==> src/rtl/async_fifo_wr_arbiter.sv <==
// Round-robin arbiter sharing the async_fifo write port among NREQ producers,
// granting bursts of up to MAX_BURST words and never writing while full.
module async_fifo_wr_arbiter #(
  parameter int unsigned WIDTH     = 4,
  parameter int unsigned NREQ      = 4,
  parameter int unsigned MAX_BURST = 4
) (
  input  logic                      w_clk,
  input  logic                      rst_n,
  input  logic [NREQ-1:0]           req,
  input  logic [NREQ*WIDTH-1:0]     req_data,
  input  logic                      full,
  output logic [NREQ-1:0]           gnt,
  output logic                      wr_rq,
  output logic [WIDTH-1:0]          wdata,
  output logic [$clog2(NREQ)-1:0]   owner,
  output logic                      busy
);

  localparam int unsigned OW = $clog2(NREQ);
  localparam int unsigned CW = $clog2(MAX_BURST + 1);

  typedef enum logic {IDLE, BURST} state_t;

  state_t          state, state_nxt;
  logic [OW-1:0]   owner_nxt;
  logic [OW-1:0]   last, last_nxt;
  logic [CW-1:0]   cnt, cnt_nxt;
  logic [OW-1:0]   winner;
  logic [OW-1:0]   idx;
  logic            found;
  logic [WIDTH-1:0] sel_data;
  logic            xfer;

  // State register; reset pointer to NREQ-1 so requester 0 is scanned first
  always_ff @(posedge w_clk or negedge rst_n) begin
    if (!rst_n) begin
      state <= IDLE;
      owner <= '0;
      cnt   <= '0;
      last  <= OW'(NREQ - 1);
    end else begin
      state <= state_nxt;
      owner <= owner_nxt;
      cnt   <= cnt_nxt;
      last  <= last_nxt;
    end
  end

  // Round-robin search from last+1 upward, plus owner data mux
  always_comb begin
    winner   = last;
    found    = 1'b0;
    idx      = '0;
    sel_data = '0;
    for (int unsigned k = 1; k <= NREQ; k++) begin
      idx = OW'((32'(last) + k) % NREQ);
      if (!found && req[idx]) begin
        winner = idx;
        found  = 1'b1;
      end
    end
    for (int unsigned i = 0; i < NREQ; i++) begin
      if (owner == OW'(i)) sel_data = req_data[i*WIDTH +: WIDTH];
    end
  end

  // Next-state and zero-latency write-port outputs
  always_comb begin
    state_nxt = state;
    owner_nxt = owner;
    last_nxt  = last;
    cnt_nxt   = cnt;
    gnt       = '0;
    wr_rq     = 1'b0;
    wdata     = '0;
    xfer      = 1'b0;
    case (state)
      IDLE: begin
        if (found) begin
          owner_nxt = winner;
          last_nxt  = winner;
          cnt_nxt   = '0;
          state_nxt = BURST;
        end
      end
      BURST: begin
        xfer = req[owner] & ~full;
        if (!req[owner]) begin
          state_nxt = IDLE;
        end else if (xfer) begin
          gnt[owner] = 1'b1;
          wr_rq      = 1'b1;
          wdata      = sel_data;
          cnt_nxt    = cnt + 1'b1;
          if (cnt_nxt == CW'(MAX_BURST)) state_nxt = IDLE;
        end
      end
      default: state_nxt = IDLE;
    endcase
  end

  assign busy = (state == BURST);

endmodule
==> config.mk <==
export PLATFORM = sky130hd
export DESIGN_NAME = async_fifo_wr_arbiter
export DESIGN_NICKNAME = d
export VERILOG_FILES = /design/src/rtl/async_fifo_wr_arbiter.sv
export SDC_FILE = /design/constraint.sdc
export NUM_CORES = 1
export LEC_CHECK = 0
export CAP_MARGIN = 20
export CORE_MARGIN = 10
export CORE_UTILIZATION = 35
export DETAILED_ROUTE_END_ITERATION = 10
export MAX_ROUTING_LAYER = met4
export PLACE_DENSITY = 0.74
export SYNTH_ARGS = -nofsm -noshare
export SYNTH_HDL_FRONTEND = slang
export SYNTH_SLANG_ARGS = --single-unit
==> constraint.sdc <==
create_clock -name w_clk -period 2.05 [get_ports w_clk]
set_clock_uncertainty 0.15 [all_clocks]
set_input_delay 0.3075 -clock w_clk [delete_from_list [all_inputs] [get_ports w_clk]]
set_output_delay 0.3075 -clock w_clk [all_outputs]
set_load 0.005 [all_outputs]
==> metrics.md <==
| Metric | Value |
|---|---|
| Outcome | finished with violations |
| CP peak stage delay | 0.56 ns |
| FF+latch area | 204 sq um |
| Post-placement cell area | 1180 sq um |
| Design area | 1230 sq um |
| Max-slew violation count | 0 |
| Mapped Nets | 96 |
| Clk slew on worst S/H paths | 0.06 ns |
| Number of global-route vias before repair | 767 |
| Post-synth top area share | 0.203 |
| WL/cell | 15.9 microns |
| Layout area overhead | 66.3% |
| Max Clk Rate | between 0.4 and 0.5 GHz |
| Final wirelength | 2.31 mm |
| Non-filler cells, final | between 100 and 150 |
| Crit-path max FO | 7 |
| Fin crit share | 1.01 |
| MaxCap Viol Count | 0 |
| Cell Rows | 16 |
| Synth Register Bits | 8 |
| Root buffer cell | clkbuf_4 |
| Dpl cells | 140 |
| Critical-path top delay cell | mux4_2 |
| Post-CTS Hold Buffers | 0 |
| Final min period | around 2.1 ns |
| DRC viols | 0 |
| Syn Area/Cell | 10.4 sq um |
| Initial Utilization | 0.372 |
| Die height | approximately 66 microns |
| First-pass DRT Iterations | 4 |
| Worst hold path class | input pin to asynchronous set/reset pin |
| Final WS setup | -0.0157 ns |
| Mapped Area | 738 sq um |
| Async SR Flop Fraction | 1.00 |
| Worst Path Arrival | 1.61 ns |
| Worst-path cell chain | mux4_2 -> nand3_4 -> inv_4 -> and3_4 -> buf_6 |
| Routed vias | 755 |
| Num CTS Buffers | 3 |
| Gpl congestion | 0.826 |
| Largest net degree at the start of global routing | 13 |
| CTS max path bufs | 2 |
| Area contributors post-synth | dfrtp_1, mux4_2, dfstp_2 |
| # setup viols final | 5 |
| Setup CP Type | register to primary output |
| Area of the multi-input gates | 517 sq um |
| Synth area leader | dfrtp_1 |
| Post-synth EDFFs | 0 |
| Unrepaired setup endpoints after global routing | yes |
| Initial antenna violation count | 0 |
| Sequential share of the synthesized area | 0.275 |
| Final ANT Viol Nets | 0 |
| Startpoint Class | register |
| Tightest Pin Transition | 0.409 ns |
| # diodes | 0 |
| Endpoints failing hold | 0 |
| Io pins | 35 |
| TritonCTS clock tree | built |
| Failing checks | negative setup slack |
| Die area | 4350 sq um |
| Gr usage total | 0.104 |
| Post-detail-place hpwl | between 1.5 and 2 mm |
| # fillers | 175 |
| Maximum VDD drop | 699 uV |
| First-pass GRT wire length | 3.49 mm |
| Gr ovfl total | 0 |
| Setup TNS | -0.0428 ns |
| Pleak | 0.000536 uW |
| Clk sinks | 8 |
| Pwr per Cell Area | 1040 nW/um^2 |
| Max_slew headroom | 0.727 |
| Final net count | 144 |
| Core Area | between 1500 and 2000 sq um |
| Worst EP required | 1.59 ns |
| Chip width | 65.9 microns |
| Critical path endpoint category | primary output |
| Share of cells above drive strength 1 | 0.381 |
| Vias/cell | 5.21 |
| H-tree lvl count | 1 |
| Synth Instances | between 70 and 80 |
| PortBufs | 34 |
| Synthesis warning total | 0 |
| Worst-skew pair later-pin latency | roughly 0.25 ns |
| Initial DRC Count | 31 |
| Yosys cell types | 35 |
| Top_reg_cell synth | dfrtp_1 |
==> Yosys cell counts (2+ instances only) <==
master / n
dfrtp_1: 6
inv_1: 5
mux4_2: 5
and2_2: 4
a21o_1: 3
and2_1: 3
nand3_1: 3
o221ai_1: 3
a211oi_1: 2
a32oi_1: 2
and3_1: 2
buf_4: 2
dfstp_2: 2
ha_1: 2
mux2i_1: 2
nand2_1: 2
nand2b_1: 2
nor3_1: 2
o211ai_1: 2
or2b_1: 2
==> flip-flops by register name, indices dropped and copies added (netlist names) <==
signal and cells:
busy 1, cnt 3, last 2, owner 2
==> path summary, 6_finish.rpt <==
check	slack [ns]	to	from	depth (start not counted)
setup / recovery	-0.02	gnt[3]	owner[1]	5
hold / removal	0.20	cnt[1]	rst_n	1
setup reg to reg	0.36	owner[0]	last[1]	3
hold reg to reg	0.37	last[0]	last[0]	2
max in group asynchronous	1.22	last[1]	rst_n	1
min in group w_clk	0.37	last[0]	last[0]	2
==> what timing repair did <==
action,in CTS,in global routing
gates resized for setup,42,10
endpoints found under the setup margin,9,7
hold endpoints to repair,0,0
buffers inserted,1,0
pin swaps,3,3
==> area by class of cell <==
| type | instances | area share |
|---|---|---|
| Tap cell | 27 | 0.0275 |
| Clock buffer | 4 | 0.0214 |
| Sequential cell | 8 | 0.166 |
| Timing Repair Buffer | 46 | 0.344 |
| Multi-Input combinational cell | 54 | 0.421 |
| Inverter | 6 | 0.0204 |
==> where the power goes <==
part	internal [uW]	leakage (uW)	switching [uW]
Sequential	241	0.0000956	90.9
Clock	74.6	0.0000150	55.5
Combinational	473	0.000425	338
==> cell usage in the layout (no fill, tap or decap), types with 2 or more instances in the layout <==
master           instances
nand2b_1                 2
a32oi_1                  2
a21o_1                   3
dfrtp_1                  5
buf_2                    2
nand2_1                  2
o221ai_1                 3
and2_1                   3
inv_1                    5
or2b_1                   2
mux2i_1                  2
clkbuf_4                 3
nor3_1                   2
clkdlybuf4s50_1         21
a211oi_1                 2
and3_4                   2
o211ai_1                 2
buf_6                    6
dlygate4sd2_1            5
dfstp_2                  2
ha_1                     2
mux4_2                   5
nand3_1                  3
and2_4                   4
buf_4                   12
==> per-stage QoR <==
stage          total power [uW]  worst slack, ns  utilization  hold WS [ns]
3_5_place_dp               1100           -0.438        0.593         0.356
6_report                   1270          -0.0157        0.619         0.197
2_1_floorplan               771            0.336            -        -0.138
3_3_place_gp               1080           -0.411        0.593         0.342
4_1_cts                    1230         -0.00833        0.590         0.190
5_1_grt                    1380          -0.0762        0.619         0.195
==> worst max-delay path, delay by kind of cell, from the launching register on <==
kind	cells	cell delay (ns)
buf+inv	2	0.16
flops	1	0.36
mux	1	0.56
simple gates	2	0.28
==> per-layer routing <==
layer / global-route usage / up-vias / routed length [microns]
li1: - / 368 / -
met1: 0.137 / 343 / 1230
met2: 0.147 / 40 / 886
met3: 0.0305 / 4 / 175
met4: 0.0321 / 0 / 24
met5: - / - / 0
==> cell families (layout without fill, tap and decap cells) <==
kind of cell,count (synthesis),in the layout,synth area share
buffers and inverters,9,56,0.0559
flip-flops,8,8,0.275
AND/OR/NAND/NOR,26,26,0.237
AO/OA/AOI/OAI,18,18,0.203
adder cells (fa/ha/maj),2,2,0.0339
multiplexers,8,8,0.195
Power figures use the tool's default switching activity.
